===== config.mk =====
export PLATFORM = sky130hd
export DESIGN_NAME = ssd_scan_ctrl
export DESIGN_NICKNAME = d
export VERILOG_FILES = /design/src/rtl/ssd_scan_ctrl.sv
export SDC_FILE = /design/constraint.sdc
export NUM_CORES = 1
export LEC_CHECK = 0
export BUFFER_PORTS_ARGS = -buffer_cell sky130_fd_sc_hd__buf_4
export CAP_MARGIN = 40
export CORE_AREA = 2 2 89 125
export DETAILED_ROUTE_END_ITERATION = 8
export DIE_AREA = 0 0 91 127
export GPL_TIMING_DRIVEN = 0
export SLEW_MARGIN = 20
export SYNTH_ARGS = -nofsm -noshare
export SYNTH_HDL_FRONTEND = slang
export SYNTH_SLANG_ARGS = --single-unit

===== constraint.sdc =====
create_clock -name clk -period 3.7 [get_ports clk]
set_input_delay 0.185 -clock clk [delete_from_list [all_inputs] [get_ports clk]]
set_output_delay 0.185 -clock clk [all_outputs]
set_load 0.01 [all_outputs]

===== src/rtl/ssd_scan_ctrl.sv =====
// rtl/ssd_scan_ctrl.sv - Four-digit seven-segment scan controller with tear-free frame update
module ssd_scan_ctrl #(
    parameter int DIGIT_PERIOD = 100000,
    parameter int GUARD_CYCLES = 8,
    parameter int CNT_W        = 17
) (
    input  logic        clk,
    input  logic        rst,
    input  logic        en,
    input  logic        load,
    input  logic [15:0] bcd_in,
    input  logic [3:0]  dp_in,
    input  logic        lz_en,
    output logic [7:0]  D_ssd,
    output logic [3:0]  d,
    output logic        frame_sync
);

    localparam logic [1:0] S_IDLE  = 2'd0;
    localparam logic [1:0] S_SHOW  = 2'd1;
    localparam logic [1:0] S_GUARD = 2'd2;

    localparam logic [CNT_W-1:0] SHOW_LAST  = CNT_W'(DIGIT_PERIOD - 1);
    localparam logic [CNT_W-1:0] GUARD_LAST = CNT_W'((GUARD_CYCLES > 0) ? GUARD_CYCLES - 1 : 0);
    localparam bit               NO_GUARD   = (GUARD_CYCLES == 0);

    // Packed as {dp[3:0], d3, d2, d1, d0}
    logic [19:0]      shadow_q, shadow_d;
    logic [19:0]      frame_q, frame_d;
    logic [1:0]       state_q, state_d;
    logic [1:0]       idx_q, idx_d;
    logic [CNT_W-1:0] cnt_q, cnt_d;
    logic [3:0]       dig_q, dig_d;
    logic [7:0]       seg_q, seg_d;
    logic             sync_q, sync_d;

    // Active-low a..g pattern for one BCD digit; non-decimal codes show a dash
    function automatic logic [6:0] decode(input logic [3:0] v);
        logic [6:0] s;
        case (v)
            4'd0:    s = 7'b0000001;
            4'd1:    s = 7'b1001111;
            4'd2:    s = 7'b0010010;
            4'd3:    s = 7'b0000110;
            4'd4:    s = 7'b1001100;
            4'd5:    s = 7'b0100100;
            4'd6:    s = 7'b0100000;
            4'd7:    s = 7'b0001111;
            4'd8:    s = 7'b0000000;
            4'd9:    s = 7'b0000100;
            default: s = 7'b1111110;
        endcase
        return s;
    endfunction

    // Scan sequencing: shadow capture, frame reload at boundaries, digit/guard timing
    always_comb begin
        logic adv;
        adv      = 1'b0;
        shadow_d = load ? {dp_in, bcd_in} : shadow_q;
        state_d  = state_q;
        idx_d    = idx_q;
        cnt_d    = cnt_q;
        frame_d  = frame_q;
        sync_d   = 1'b0;
        if (!en) begin
            state_d = S_IDLE;
            idx_d   = 2'd0;
            cnt_d   = '0;
        end else begin
            case (state_q)
                S_IDLE: begin
                    frame_d = shadow_q;
                    sync_d  = 1'b1;
                    idx_d   = 2'd0;
                    cnt_d   = '0;
                    state_d = S_SHOW;
                end
                S_SHOW: begin
                    if (cnt_q == SHOW_LAST) begin
                        cnt_d = '0;
                        if (NO_GUARD) begin
                            adv = 1'b1;
                        end else begin
                            state_d = S_GUARD;
                        end
                    end else begin
                        cnt_d = cnt_q + CNT_W'(1);
                    end
                end
                S_GUARD: begin
                    if (cnt_q == GUARD_LAST) begin
                        cnt_d = '0;
                        adv   = 1'b1;
                    end else begin
                        cnt_d = cnt_q + CNT_W'(1);
                    end
                end
                default: begin
                    state_d = S_IDLE;
                    idx_d   = 2'd0;
                    cnt_d   = '0;
                end
            endcase
            // Old shadow goes into the frame, so a load on this same edge lands next frame
            if (adv) begin
                idx_d   = idx_q + 2'd1;
                state_d = S_SHOW;
                if (idx_q == 2'd3) begin
                    frame_d = shadow_q;
                    sync_d  = 1'b1;
                end
            end
        end
    end

    // Output pattern for the state about to be held, so registered outputs line up with it
    always_comb begin
        logic [3:0] nib;
        logic       dp;
        logic       z3;
        logic       z2;
        logic       z1;
        logic       blank;
        nib   = frame_d[idx_d*4 +: 4];
        dp    = frame_d[16 + idx_d];
        z3    = (frame_d[15:12] == 4'd0);
        z2    = (frame_d[11:8] == 4'd0);
        z1    = (frame_d[7:4] == 4'd0);
        blank = lz_en && (((idx_d == 2'd3) && z3) ||
                          ((idx_d == 2'd2) && z3 && z2) ||
                          ((idx_d == 2'd1) && z3 && z2 && z1));
        dig_d = 4'b1111;
        seg_d = 8'hFF;
        if (state_d == S_SHOW) begin
            dig_d = ~(4'b0001 << idx_d);
            seg_d = {(blank ? 7'b1111111 : decode(nib)), ~dp};
        end
    end

    // State and output registers; reset blanks the display without waiting for a clock
    always_ff @(posedge clk or posedge rst) begin
        if (rst) begin
            shadow_q <= '0;
            frame_q  <= '0;
            state_q  <= S_IDLE;
            idx_q    <= 2'd0;
            cnt_q    <= '0;
            dig_q    <= 4'b1111;
            seg_q    <= 8'hFF;
            sync_q   <= 1'b0;
        end else begin
            shadow_q <= shadow_d;
            frame_q  <= frame_d;
            state_q  <= state_d;
            idx_q    <= idx_d;
            cnt_q    <= cnt_d;
            dig_q    <= dig_d;
            seg_q    <= seg_d;
            sync_q   <= sync_d;
        end
    end

    assign d          = dig_q;
    assign D_ssd      = seg_q;
    assign frame_sync = sync_q;

endmodule

=== Yosys cells after proc, flatten, opt, wreduce, memory -nomap -nowiden ===
Memories as Yosys holds them, arrays and structs flattened.
Cells that the tools add are included.
Widths: inputs -> output; s select.

* Flip-flop bits (word level): 74
* Memory bits (read-only): 112
* Input port bits: 25
* Output and inout bits: 13
* Logic and storage cells: 67
* Memories kept: 1

{| class="wikitable"
|+ Memories
! name !! depth !! width !! read ports !! clocked after memory_dff !! wr ports !! RTL line !! text
|-
| (name not given) || 16 || 7 || 1 || 0 || 0 || 40 || <nowiki>case (v)</nowiki>
|}

* Add/subtract/negate cells: 3
* Magnitude comparators: 1
* Eq/ne operators: 9
* Shift-type cells: 2
* Mux-type cells: 27
* Bitwise logic cells: 2
* Reductions and logical operators: 14

{| class="wikitable"
|+ Operators by type and width
! operator !! count
|-
| $mux 20 || 4
|-
| $mux 17 || 3
|-
| $pmux 17 s2 || 1
|-
| $shiftx 20x5->4 || 1
|-
| $add 17x1->17 const B || 1
|-
| $eq 17x17->1 const B || 1
|-
| $eq 17x3->1 const B || 1
|-
| $logic_not 4->1 || 3
|-
| $mux 2 || 6
|-
| $eq 2x2->1 const B || 4
|-
| $mux 1 || 8
|-
| $mux 8 || 1
|-
| $logic_and 1x1->1 || 7
|-
| $mux 7 || 1
|-
| $add 5x2->6 const A || 1
|-
| $eq 2x1->1 const B || 3
|-
| $lt 6x6->1 const B || 1
|-
| $pmux 2 s3 || 1
|-
| $bmux 1 s5 || 1
|-
| $mux 4 || 1
|-
| $not 4->4 || 1
|-
| $shl 1x2->4 const A || 1
|-
| $add 2x1->2 const B || 1
|-
| $logic_not 2->1 || 1
|-
| 3 further kinds || 4
|}

=== Longest topological paths before layout ===
* Word-level depth: 14
* Depth in mapped cells: 13
* Mapped depth without buffers: 12

=== Worst setup path after synthesis ===
OpenSTA, ideal clock, no wires.

* Path type: register to register
* Start point: register cnt_q[0]
* End point: register seg_q[4], in the netlist D_ssd[4]
* Setup time: 0.082 ns
* Arrival: 3.081 ns
* Data required time: 3.618 ns
* Path slack: 0.538 ns
* Stages on the path, launching flop included: 14
* Path buffers: 1
* Clock period less this slack: 3.162 ns
* Cell sequence: dfrtp_1 ha_1 and4bb_2 nand3_2 o31ai_4 buf_6 mux2_2 a222oi_1 o21ai_0 inv_1 ha_1 a21oi_1 a21oi_1 o211ai_1

* Elaborated cells between the ends (all ways): 33
* Classes of those cells: 6 x eq/ne; 1 x shift; 13 x mux; 12 x reduce/logical; 1 x memory

{| class="wikitable"
|+ RTL lines
! item !! RTL line !! text
|-
| from (decl) || 32 || <nowiki>logic [CNT_W-1:0] cnt_q, cnt_d;</nowiki>
|-
| from (signal assigned) || 157 || <nowiki>cnt_q <= cnt_d;</nowiki>
|-
| $eq 17x3->1 (*) || 92 || <nowiki>if (cnt_q == GUARD_LAST) begin</nowiki>
|-
| $mux 1 (*) || 92 ||
|-
| $mux 1 (*) || 71 || <nowiki>case (state_q)</nowiki>
|-
| $mux 1 (*) || 66 || <nowiki>if (!en) begin</nowiki>
|-
| $mux 20 (*) || 106 || <nowiki>if (adv) begin</nowiki>
|-
| $mux 20 (*) || 66 ||
|-
| via frame_d[8] || 29 || <nowiki>logic [19:0] frame_q, frame_d;</nowiki>
|-
| branches (longest 5 deep; another with $mem_v2 16x7) || n/a ||
|-
| $mux 7 (*) || 137 || <nowiki>seg_d = {(blank ? 7'b1111111 : decode(nib)), ~dp};</nowiki>
|-
| $mux 8 (*) || 135 || <nowiki>if (state_d == S_SHOW) begin</nowiki>
|-
| via seg_d[4] || 34 || <nowiki>logic [7:0] seg_q, seg_d;</nowiki>
|-
| to (signal assigned) || 159 || <nowiki>seg_q <= seg_d;</nowiki>
|-
| to (decl) || 34 ||
|}

Mark *: on every way through the listed nets, which the timed path passes. The select of a mux whose other input is x is not followed.
A chain may end at the register's enable or synchronous reset.

=== Worst setup path after layout ===
Ends and elaborated chain as after synthesis.

==> results list <==
* Run status: finished clean
* Vias in the first global route: 2561
- Number of enable flip-flop cells after synthesis: 0
- After clock tree synthesis, the clock-pin slew on the worst setup and hold paths is 0.06 ns.
- Worst EP arrival: 3.65 ns
- Avg WL per Cell: 13.84 µm
* Routed wire length: 6853 µm
- Sequential cells burn 43.8% of the power.
- In this run the critical register-to-register path is captured at D_ssd[4].
- Final Hold Slack: 0.07860 ns
- For this run, the leading register cell type out of synthesis is dfrtp_1.
* # DRC: 0
* Internal power consumption: 1.636 mW
* Number of failing hold endpoints at the final stage: 0
- From synthesis to final layout, the design area changed by 22.09%.
* Final worst path period need: 3.406 ns
- Root Driver: clkbuf_16
- Number of distinct library cells after synthesis: 55
* Final slew viol count: 0
* Tot Pwr: 2.194 mW
- Count of standard-cell rows: 44
- Die span in y: 127 µm
- Pin count of the biggest net entering global routing: 39
* Number of levels in the clock H-tree: 3
* Final worst slack: 0.2939 ns
* Overall die area: 11560 µm²
- Summing over every cut layer, the via total after detailed routing is 2389.
- Synth top area share: 43.13%
- The worst path uses 92.06% of the clock period.
* #FFs+latches synth: 74
- Final number of setup-violating endpoints: 0
- The path class of the tightest hold or removal check is in -> reg.
- The library cells used most frequently in the layout, excluding fill and tap cells, are dfrtp_1, buf_4, mux2_2, nor2_1.
- 1st-pass router iterations: 4
- Averaged over all synthesized cells, the footprint is 11.91 µm².
- The net count of the finished layout is 389.
- The worst setup path is launched from a register.
* Cell types occupying the most area after synthesis: dfrtp_1, mux2_2, dfstp_2, ha_1, mux2i_1
- Largest family of logic cells by synthesized area: multiplexers
- Critical setup path kind: reg -> reg
- Measured against its own limit, the worst slew margin works out to 52.64%.
* Part of the power in the clock network: 39.6%
* IR Drop Worst-Case VDD: 0.0002341 V
* Fraction of the mapped netlist area in adder cells: 4.174%
* Post-synthesis xor/xnor area fraction: 3.409%
- Count of port buffers added during placement: 36
- For flop-to-flop paths, the worst setup slack is 0.29 ns.
- Share of final-layout standard cells stronger than drive strength 1: 34.45%
- Counting every sink on the clock net gives 74.
- The count of nets left with antenna violations once routing finished came out at 0.
* Syn Inst Count: 302
- The worst register-to-register path has a depth of 13.
- For this block, the initial DRC count from the detailed router was 110.
- Place WS: -0.1485 ns
- The first global-routing pass estimated 11850 µm of wire.
- Post-DR vias/cell: 4.826
- P per Cell Area: 499.7 nW/µm²
- Across the run, the number of max-cap violations was 0.
- Leakage: 1.886 nW
* Number of diodes added for antenna fixing: 0
* RD Place Congestion: 0.8093
- The analysis attributes to net switching a power of 0.5587 mW.
- For the worst-skew pair, the clock arrives at the later sink with an insertion delay of 0.33 ns.
* Clock tree from TritonCTS: yes
- Global routing consumed, over all layers together, 12.91% of the routing resources.
* Start point of the worst min-delay path: bcd_in[8]
* Sum of overflow across all layers after global routing: 0
- During I/O placement, the number of pins put on the boundary was 38.
- DIE WIDTH: 91 µm
- Multiplexer cells account for 14.96% of the synthesized area.
- Synth Area in Compound Gates: 7.896%
- Timing would allow up to 293.6 MHz.
- Share of the yosys chip area belonging to registers: 51.90%
* CP Max Fanout: 10
- Endpoint with the worst hold slack: shadow_q[8]
* Net switching fraction of the power: 25.46%
- The wire-length estimate of the detail-placed layout is 5138 µm.
- No sink is reached through more buffers than the 2 on the longest clock path.
- Antenna violations before repair: 0
- Least-Margin Pin Slew: 0.7104 ns
* Biggest area consumer among synthesized cells: dfrtp_1
- The layout has 1028 filler cells.
* RSZ-0062 raised after global routing: no
- At the worst endpoint, the required time is 3.95 ns.
- STA classifies the critical path endpoint as a register.
- Origin of the critical flop-to-flop path: cnt_q[0]
* Simple logic cell fraction of the synthesized area: 14.37%
* Share of power burned in combinational logic: 16.6%
- Hold Path Depth: 2
- Clock tree synthesis inserted a total of 9 buffers.
- Once the floorplan was initialized, standard cells occupied 34.76% of the core.
- Synth warn: 0
- Floorplan core area: 10350 µm²
* Fin Clk Skew: 0.006114 ns
- The number of nets handed over by synthesis was 339.
* Share of async-settable or async-resettable flops after synthesis: 100.0%
- Post-Syn Area: 3597 µm²
- Leaving out fill and tap cells, the most frequent cell in the layout is dfrtp_1.
==> synth_stat cells, types with 3 or more instances <==
| cell | instances |
|---|---|
| o21ai_0 | 6 |
| a222oi_1 | 3 |
| o211a_1 | 3 |
| dfstp_2 | 12 |
| nor2_1 | 22 |
| xnor2_1 | 5 |
| dfrtp_1 | 62 |
| a21oi_1 | 5 |
| nor3_1 | 7 |
| mux2_2 | 34 |
| nand4_1 | 4 |
| nand2_1 | 15 |
| mux2i_1 | 13 |
| o21ai_2 | 3 |
| clkbuf_1 | 5 |
| xor2_1 | 9 |
| o211ai_1 | 6 |
| inv_1 | 16 |
| nor2b_1 | 5 |
| nor3b_1 | 3 |
| nand3_1 | 11 |
| ha_1 | 12 |
==> per-stage QoR <==
step                      cell area (µm²)  setup TNS (ns)  util [%]  instances
after detailed placement             4063         -0.2420     39.25        477
after floorplan                      3597               0         -        302
final                                4392               0     42.43        495
after global placement               4040         -0.1306     39.04        476
after CTS                            4384               0     42.36        495
after global routing                 4392               0     42.43        495
==> cell type report <==
class                      count  area (µm²)  area share, %
clock buffer                  10       239.0          5.442
multi-input combinational    204        1619          36.87
buffer                         8       58.81          1.339
timing repair buffer          39       307.8          7.009
clock inverter                 6       65.06          1.481
tap                          138       172.7          3.932
sequential                    74        1867          42.51
inverter                      16       62.56          1.425
==> power groups by stage <==
stage               clock network, mW  logic, mW  registers (mW)
floorplan                           0      0.241           0.974
global placement                    0      0.356           0.973
detailed placement                  0      0.366           0.975
CTS                             0.896      0.369           0.962
global route                    0.938      0.404           0.972
finish                          0.869      0.364           0.961
==> worst max-delay path: stages, from the launching register on <==
cell,delay [ns]
dfrtp_1,0.38
ha_1,0.26
and4bb_2,0.26
nand3_2,0.18
o31ai_4,0.31
buf_6,0.21
mux2_2,0.36
a222oi_1,0.40
o21ai_2,0.18
inv_1,0.16
ha_1,0.26
a21oi_1,0.12
a21oi_1,0.06
o211ai_1,0.18
==> per-layer routing <==
metal,track usage (%),wire length (µm)
met5,0,0
met4,5.258,106
met3,3.656,263
met2,23.05,3622
met1,14.43,2860
==> sequential cells by signal (all words and copies together), names as in the netlist <==
register,count
D_ssd,8
cnt_q,17
d,4
frame_q,20
frame_sync,1
idx_q,2
shadow_q,20
state_q,2
==> how the worst max path moves through the flow <==
| stage | start | end | cells past startpoint |
|---|---|---|---|
| 2_1_floorplan | cnt_q[0] | D_ssd[4] | 13 |
| 6_report | cnt_q[0] | D_ssd[4] | 13 |
| 3_5_place_dp | cnt_q[0] | D_ssd[4] | 13 |
| 5_1_grt | cnt_q[0] | D_ssd[4] | 13 |
| 3_3_place_gp | cnt_q[0] | D_ssd[4] | 13 |
| 4_1_cts | cnt_q[0] | D_ssd[4] | 13 |
==> cells by family after synthesis <==
group	count (synthesis)
DFF	74
and+or+nand+nor	92
AOI/OAI and AO/OA	37
adders and majority gates	12
buffers and inverters	24
muxes	49
xor gates and xnor gates	14
==> repair_timing <==
item / 4_1_cts / 5_1_grt
endpoints found under the setup margin: 2 / 2
pin swaps: 1 / 0
setup buffers: 1 / 0
endpoints found under the hold margin: 37 / 0
hold buffers: 1 / 0
gates resized for setup: 0 / 3
No activity file was read; power rests on OpenSTA's default activity.
